--- src/rtl/lcd_value_formatter.sv ---
// Formats two unsigned values as right-justified decimal ASCII rows for a 16x2 character LCD.
// Latency: result and done pulse land 2*DATA_W+1 edges after start is accepted (33 at defaults).
// Backpressure: none; start is only honoured in IDLE, and a start while busy is dropped, not queued.
module lcd_value_formatter #(
   parameter int DATA_W   = 16,
   parameter int DIGITS   = 5,
   parameter int LZ_BLANK = 1
) (
   input  logic              sys_clk,
   input  logic              rst,
   input  logic              start,
   input  logic [DATA_W-1:0] value_a,
   input  logic [DATA_W-1:0] value_b,
   output logic              busy,
   output logic              done,
   output logic [255:0]      string_out
);

   localparam int BCD_W = 4 * DIGITS;
   localparam int CNT_W = $clog2(DATA_W + 1);
   // Each 16-char row is "X=" followed by the digits and space padding.
   localparam int PAD   = 14 - DIGITS;
   localparam logic [CNT_W-1:0] LAST_BIT = CNT_W'(DATA_W - 1);

   typedef enum logic [1:0] {
      IDLE,
      CONV_A,
      CONV_B,
      ASSEMBLE
   } state_t;

   state_t            state;
   logic [DATA_W-1:0] shift;
   logic [DATA_W-1:0] lat_b;
   logic [BCD_W-1:0]  bcd;
   logic [BCD_W-1:0]  bcd_a;
   logic [CNT_W-1:0]  bit_cnt;
   logic [BCD_W-1:0]  bcd_adj;
   logic [BCD_W-1:0]  bcd_nxt;

   // Double-dabble correction: any nibble of 5 or more gets +3 before the shift.
   always_comb begin
      bcd_adj = bcd;
      for (int i = 0; i < DIGITS; i++) begin
         if (bcd[i*4 +: 4] >= 4'd5) begin
            bcd_adj[i*4 +: 4] = bcd[i*4 +: 4] + 4'd3;
         end
      end
   end

   // The corrected BCD picks up the top bit of the binary shift register.
   assign bcd_nxt = {bcd_adj[BCD_W-2:0], shift[DATA_W-1]};

   // Turns BCD into ASCII digits, MSD in the top byte; leading zeros may become spaces.
   function automatic logic [8*DIGITS-1:0] fmt_digits(input logic [BCD_W-1:0] v);
      logic [8*DIGITS-1:0] r;
      logic                seen;
      logic [3:0]          nib;
      r    = '0;
      seen = 1'b0;
      for (int i = DIGITS - 1; i >= 0; i--) begin
         nib = v[i*4 +: 4];
         // The units digit is always shown, so zero renders as "0" not blank.
         if (nib != 4'd0 || i == 0) begin
            seen = 1'b1;
         end
         if (LZ_BLANK != 0 && !seen) begin
            r[i*8 +: 8] = 8'h20;
         end else begin
            r[i*8 +: 8] = 8'h30 + {4'd0, nib};
         end
      end
      return r;
   endfunction

   // One 16-character display row: label, '=', digits, trailing spaces.
   function automatic logic [127:0] make_row(input logic [7:0] label, input logic [BCD_W-1:0] v);
      return {label, 8'h3D, fmt_digits(v), {PAD{8'h20}}};
   endfunction

   // Control FSM with the converter datapath and registered outputs.
   always_ff @(posedge sys_clk or posedge rst) begin
      if (rst) begin
         state      <= IDLE;
         busy       <= 1'b0;
         done       <= 1'b0;
         string_out <= {32{8'h20}};
         shift      <= '0;
         lat_b      <= '0;
         bcd        <= '0;
         bcd_a      <= '0;
         bit_cnt    <= '0;
      end else begin
         done <= 1'b0;
         case (state)
            IDLE: begin
               if (start) begin
                  shift   <= value_a;
                  lat_b   <= value_b;
                  bcd     <= '0;
                  bit_cnt <= '0;
                  busy    <= 1'b1;
                  state   <= CONV_A;
               end
            end
            CONV_A: begin
               if (bit_cnt == LAST_BIT) begin
                  // A is finished: park its digits and restart the converter on B.
                  bcd_a   <= bcd_nxt;
                  shift   <= lat_b;
                  bcd     <= '0;
                  bit_cnt <= '0;
                  state   <= CONV_B;
               end else begin
                  bcd     <= bcd_nxt;
                  shift   <= {shift[DATA_W-2:0], 1'b0};
                  bit_cnt <= bit_cnt + 1'b1;
               end
            end
            CONV_B: begin
               bcd     <= bcd_nxt;
               shift   <= {shift[DATA_W-2:0], 1'b0};
               bit_cnt <= bit_cnt + 1'b1;
               if (bit_cnt == LAST_BIT) begin
                  state <= ASSEMBLE;
               end
            end
            ASSEMBLE: begin
               // The whole string changes in one edge so the LCD never sees a half-updated frame.
               string_out <= {make_row(8'h41, bcd_a), make_row(8'h42, bcd)};
               done       <= 1'b1;
               busy       <= 1'b0;
               state      <= IDLE;
            end
            default: state <= IDLE;
         endcase
      end
   end

endmodule

--- config.mk ---
export PLATFORM = sky130hd
export DESIGN_NAME = lcd_value_formatter
export DESIGN_NICKNAME = d
export VERILOG_FILES = /design/src/rtl/lcd_value_formatter.sv
export SDC_FILE = /design/constraint.sdc
export NUM_CORES = 1
export LEC_CHECK = 0
export BUFFER_PORTS_ARGS = -buffer_cell sky130_fd_sc_hd__clkbuf_2
export CAP_MARGIN = 25
export CORE_UTILIZATION = 45
export CTS_CLUSTER_DIAMETER = 40
export DETAILED_ROUTE_END_ITERATION = 16
export GPL_ROUTABILITY_DRIVEN = 0
export MAX_ROUTING_LAYER = met4
export PLACE_DENSITY = 0.78
export SKIP_CTS_REPAIR_TIMING = 1
export SLEW_MARGIN = 10
export SYNTH_ARGS = -nofsm -noshare
export SYNTH_HDL_FRONTEND = slang
export SYNTH_SLANG_ARGS = --single-unit
--- constraint.sdc ---
create_clock -name sys_clk -period 4.44 [get_ports sys_clk]
set_input_delay 0.888 -clock sys_clk [delete_from_list [all_inputs] [get_ports sys_clk]]
set_output_delay 0.888 -clock sys_clk [all_outputs]
set_load 0.005 [all_outputs]
==> results of run 1 <==
## cells by family after synthesis
kind of cell	after synthesis
XOR/XNOR	5
buffers and inverters	248
adder cells (fa/ha/maj)	20
AO/OA/AOI/OAI	117
other	2
multiplexers	62
AND/OR/NAND/NOR	118
flip-flops	131
## routing by layer
metal / share of wire [%] / routed length (µm)
met3: 6.1 / 872
met2: 52 / 7350
met4: 0.73 / 104
met5: 0 / 0
met1: 41 / 5850
## worst reg2reg max path: cells and delay by family (launching register included)
family | cells | cell delay, ns
DFF | 1 | 0.37
adders and majority gates | 1 | 0.64
AOI/OAI and AO/OA | 3 | 1.11
buffers and inverters | 2 | 0.46
## worst min path at each step
| stage | start | to | slack (ns) | depth (start not counted) |
|---|---|---|---|---|
| 2_1_floorplan | bcd_a[0] | bcd_a[0] | 0.44 | 2 |
| 3_3_place_gp | bcd_a[0] | bcd_a[0] | 0.46 | 2 |
| 3_5_place_dp | busy | busy | 0.48 | 2 |
| 4_1_cts | shift[0] | shift[0] | 0.49 | 2 |
| 5_1_grt | rst | lat_b[10] | 0.38 | 2 |
| 6_report | rst | lat_b[10] | 0.38 | 2 |
## power by group through the flow
stage          logic (mW)  clock network (mW)  registers (mW)
3_3_place_gp        0.786                   0            1.38
6_report            0.831                1.43            1.36
2_1_floorplan       0.831                   0            1.36
3_5_place_dp        0.806                   0            1.38
4_1_cts             0.812                1.44            1.36
5_1_grt             0.932                1.50            1.37
## through the flow
| stage | cells | power (mW) | area (µm²) | utilization, % | worst slack, ns |
|---|---|---|---|---|---|
| 4_1_cts | 1014 | 3.62 | 7860 | 49.1 | 1.73 |
| 5_1_grt | 1017 | 3.81 | 7920 | 49.5 | 1.54 |
| 6_report | 1017 | 3.62 | 7920 | 49.5 | 1.74 |
| 2_1_floorplan | 893 | 2.19 | 8150 | - | 0.0560 |
| 3_5_place_dp | 982 | 2.19 | 7250 | 45.3 | 1.74 |
| 3_3_place_gp | 982 | 2.17 | 7250 | 45.3 | 1.83 |
## layout by cell type (no fill, tap or decap), types with 5 or more instances in the layout
cell type / Yosys / routed
conb_1: 2 / 192
dfrtp_1: 130 / 130
clkbuf_2: 0 / 100
mux2_2: 57 / 57
a21oi_1: 35 / 35
nor2_1: 30 / 30
nand2_1: 29 / 29
o21ai_0: 21 / 21
ha_1: 20 / 19
clkbuf_16: 0 / 17
inv_1: 17 / 16
nand2b_1: 16 / 16
a22o_1: 14 / 14
nand3_1: 14 / 14
a221o_1: 12 / 12
nor3b_1: 7 / 7
nor2b_1: 7 / 7
o22ai_1: 7 / 7
a221oi_1: 5 / 5
xnor2_1: 5 / 5
mux2i_1: 5 / 5
## registers in the layout, summed over array words and instances, names as in the netlist
register	count
bcd_a	20
done	1
string_out	50
lat_b	16
state	2
busy	1
shift	16
bit_cnt	5
bcd	20
## area by class of cell
cell class,instances,area (µm²)
Tap cell,216,270
Inverter,17,66.3
Multi-Input combinational cell,514,3100
Clock buffer,23,478
Timing Repair Buffer,107,597
Sequential cell,131,3280
Clock inverter,9,128
Fill cell,1404,8080
==> results_dict.tcl, run 1 <==
set metrics [dict create \
    cts_tree "built" \
    criticalPathCategory "reg2reg" \
    ys_warn_count 0 \
    timing.setup.tns_ns 0 \
    drt.antenna.violating_nets 0 \
    cts_buffers 17 \
    yosysTopAreaCellShare_pct 43.7 \
    io_buffers 100 \
    r2r_end "shift[8]" \
    path_depth 6 \
    wirelength_um 14200 \
    worstPathMaxFanout 34 \
    via_per_inst 4.63 \
    num_rows 46 \
    synth_common_cells "207 x buf_4, 130 x dfrtp_1, 57 x mux2_2" \
    cp.required_ns 4.74 \
    rrSetupSlack_ns 1.74 \
    route.detailed.drc 0 \
    cp-startpoint "state[0]" \
    crit_slowest_cell "o21ai_2" \
    clk_pin_slew_worst_paths_ns 0.06 \
    ios 293 \
    num_vias 4712 \
    finalSetupViolations 0 \
    yosysMostFrequentCell "buf_4" \
    yosysTopAreaCell "dfrtp_1" \
    grt-ovfl-total 0 \
    ys_seq_area_share_pct 44.1 \
    path_buf_inv 2 \
    antenna_found_initial 0 \
    status "complete, no violations" \
    synth_compound_area_share_pct 10.9 \
    cpLargestDelayFamily "compound AO/OA/AOI/OAI gates" \
    synth_flop_cell "dfrtp_1" \
    layout-drive-gt1-share_pct 25.6 \
    period_minus_slack_ns 2.70 \
    cpPeakStageDelay_ns 0.76 \
    grtUsageMet3_pct 5.33 \
    wl_per_cell_um 13.9 \
    dpl.hpwl_um 9790 \
    async_flop_share_pct 100 \
    fmax_ghz 0.370 \
    hold_viol 0 \
    endpoint "shift[8]" \
    die_w_um 131 \
    synth_edf_count 0 \
    whs_ns 0.378 \
    dieHeight_um 131 \
    start_util_pct 46.5 \
    syn_inst 703 \
    synth_xor_area_share_pct 0.589 \
    drv_cap 0 \
    ir_worst_vdd_uv 353 \
    core_area_um2 16000 \
    slew_headroom_pct 43.3 \
    skew_ns 0.0113 \
    sw_frac_of_total_pct 30.1 \
    grt.busiest_layer "met2" \
    netlist_area_um2 7440 \
    p_switching_mw 1.09 \
    cp-end-kind "flip-flop" \
    p_per_area_nw_per_um2 457 \
    synthSimpleGateAreaFrac_pct 7.91 \
    worstMarginPinSlew_ns 0.850 \
    num-nets-final 843 \
    grt_util_all_layers_pct 17.5 \
    ys_ff_latch 131 \
    p_clk_share_pct 39.4 \
    synth.mux.area_fraction_pct 9.30 \
    grt_pass1_wl_um 21700 \
    r2r_start "state[0]" \
    antennaDiodeCount 0 \
    grt_max_degree 81 \
    die-area_um2 17000 \
    clock_path_buffers 2 \
    worstSkewPairLatency_ns 0.42 \
    synth.avg_cell_area_um2 10.6 \
    rsz0062_at_grt "no" \
    yosys-top-cells-area "dfrtp_1 44%, buf_4 21%, mux2_2 8.6%, ha_1 3.4%, a21oi_1 2.4%" \
    p_int_mw 2.53 \
    worst_r2r_path_depth 6 \
    crit_chain "inv_1, ha_1, o21ai_2, buf_4, a21oi_1, a221o_1" \
    start_kind "flip-flop" \
    clockRootBuffer "clkbuf_16" \
    htree_levels 4 \
    cp_data_arrival_time_ns 3.01 \
    period_share_pct 60.9 \
    grt_use_met1_pct 21.4 \
    ys_types 49 \
    synth-adder-area-share_pct 3.36 \
    use_met2_pct 27.7 \
    hp-class "in2async" \
    clkSinkCount 131 \
    drv_slew 0 \
    dr.pass1.iters 4 \
    combPwrFrac_pct 22.9 \
    drt_iter0_markers 356 \
    grt_pass1_vias 4179 \
    syn_to_final_growth_pct 6.53 \
    power.leakage_nw 4.05 \
    p_seq_share_pct 37.7 \
    synth_top_family_by_area "buffers and inverters" \
]
Note: power is estimated with default switching activity, not from simulation.
==> run 2: changes to the inputs <==
Clock period 4.44 ns to 2.2 ns, I/O delays scaled along.
==> run 2 against run 1 <==
  * Routed wire length grew 0.81%
  * Clock-buffer cell count is the same
  * Combinational power grew 120%
  * Design area grew 0.14%
  * Fmax grew 36%
  * Largest cell class unchanged
  * Hold slack lost 0.33 ns
  * Setup slack lost 1.5 ns
  * Cell count grew 0.88%
  * Non-clock buffer count grew 12
  * Highest routed layer unchanged
==> results_dict.tcl, run 2 (synthesis results as in run 1) <==
set metrics [dict create \
    wl_per_cell_um 13.9 \
    cp-end-kind "flip-flop" \
    route.detailed.drc 0 \
    worstPathMaxFanout 12 \
    antenna_found_initial 0 \
    period_minus_slack_ns 2.00 \
    drv_slew 0 \
    top_register "string_out" \
    finalSetupViolations 0 \
    drt_iter0_markers 274 \
    crit_top_cell "ha_1" \
    grt_util_all_layers_pct 17.7 \
    fillers 1437 \
    grtUsageMet3_pct 3.87 \
    path_buf_inv 2 \
    start_util_pct 46.5 \
    reg_top3 "string_out (50), bcd (20), bcd_a (20)" \
    cts_buffers 17 \
    regArea_um2 3280 \
    ir_worst_vdd_uv 999 \
    crit_chain "ha_1, nand3_1, inv_1, ha_1, and2b_1, o211ai_2, buf_6, nor2_1, a221o_1" \
    cpPeakStageDelay_ns 0.37 \
    fin_cells 1026 \
    multi_input_area_um2 3100 \
    skew_ns 0.00859 \
    slew_headroom_pct 53.0 \
    grt_max_degree 61 \
    num-nets-final 855 \
    antennaDiodeCount 0 \
    timing.setup.tns_ns 0 \
    via_per_inst 4.61 \
    core_area_um2 16000 \
    io_buffers 100 \
    wirelength_um 14300 \
    drt.antenna.violating_nets 0 \
    htree_levels 4 \
    ios 293 \
    worstSkewPairLatency_ns 0.42 \
    p_total_mw 7.20 \
    num_rows 46 \
    start_kind "flip-flop" \
    die_w_um 131 \
    hp-class "in2async" \
    status "complete, no violations" \
    crit_slowest_cell "dfrtp_1" \
    clock_path_buffers 2 \
    syn_to_final_growth_pct 6.68 \
    layout-drive-gt1-share_pct 26.2 \
    use_met2_pct 28.4 \
    grt_pass1_vias 4298 \
    criticalPathCategory "reg2reg" \
    grt-ovfl-total 0 \
    cts_tree "built" \
    grt.busiest_layer "met2" \
    rrSetupSlack_ns 0.20 \
    layout_commonest_cell "conb_1" \
    largest_register_ffs 50 \
    num_vias 4731 \
    cp.required_ns 2.50 \
    dpl.cell_count 997 \
    rsz0062_at_grt "no" \
    clk_pin_slew_worst_paths_ns 0.05 \
    period_share_pct 90.7 \
    cpLargestDelayFamily "compound AO/OA/AOI/OAI gates" \
    dieHeight_um 131 \
    die-area_um2 17000 \
    power.leakage_nw 4.07 \
    dr.pass1.iters 4 \
    clockRootBuffer "clkbuf_16" \
    dpl.hpwl_um 10300 \
    worstMarginPinSlew_ns 0.698 \
    fmax_ghz 0.501 \
    grt_pass1_wl_um 22100 \
    drv_cap 0 \
    hold_viol 0 \
    p_per_area_nw_per_um2 908 \
    grt_use_met1_pct 21.3 \
    cp_data_arrival_time_ns 2.29 \
    clkSinkCount 131 \
    final_cell_mix "192 x conb_1, 130 x dfrtp_1, 100 x clkbuf_2" \
]
==> run 2: cell count changes in the layout (fill, tap and decap cells not counted), moves of 2 or more <==
| cell | delta |
|---|---|
| buf_4 | +12 |
| buf_12 | +2 |
| buf_16 | -2 |
| clkbuf_1 | +2 |
| clkbuf_8 | -2 |
| clkinv_4 | -2 |
| clkinvlp_4 | +2 |
==> run 2: metrics by stage <==
stage,hold WS [ns],setup slack (ns),utilization [%],area (µm²)
after global routing,0.0670,0.00992,49.6,7930
after floorplan,0.440,0.138,-,8150
after CTS,0.0544,0.187,49.6,7930
after global placement,0.469,0.261,46.2,7390
final,0.0486,0.204,49.6,7930
after detailed placement,0.466,0.197,46.2,7390
==> run 2: worst reg2reg max path: stages (launching register included) <==
cell and delay (ns):
dfrtp_1 0.37, ha_1 0.19, nand3_1 0.11, inv_1 0.07, ha_1 0.22, and2b_1 0.23, o211ai_2 0.20, buf_6 0.18
nor2_1 0.05, a221o_1 0.25
==> run 2: power by group <==
| group | internal, mW | leakage [nW] | switching (mW) |
|---|---|---|---|
| clock | 1.67 | 0.263 | 0.983 |
| combinational | 0.717 | 2.15 | 1.07 |
| sequential | 2.63 | 1.66 | 0.132 |
| total | 5.01 | 4.07 | 2.19 |
==> run 2: area by class of cell <==
class,count,area share (%)
timing repair buffer,119,8.47
clock inverter,6,1.04
clock buffer,23,5.77
tap,216,3.41
sequential,131,41.3
inverter,17,0.852
multi-input combinational,514,39.1
==> run 2: worst paths after layout <==
path,endpoint,from,cells past startpoint
max,bcd[19],bit_cnt[1],9
min,lat_b[5],rst,2
max reg2reg,bcd[19],bit_cnt[1],9
min reg2reg,bcd_a[0],bcd_a[0],2
max in group asynchronous,string_out[88],rst,3
min in group sys_clk,lat_b[4],value_b[4],2
==> run 2: metal layers <==
metal	share of wire, %	vias up
li1	-	2199
met1	41	2287
met2	51	220
met3	6.4	25
met4	2.1	0
met5	0	-
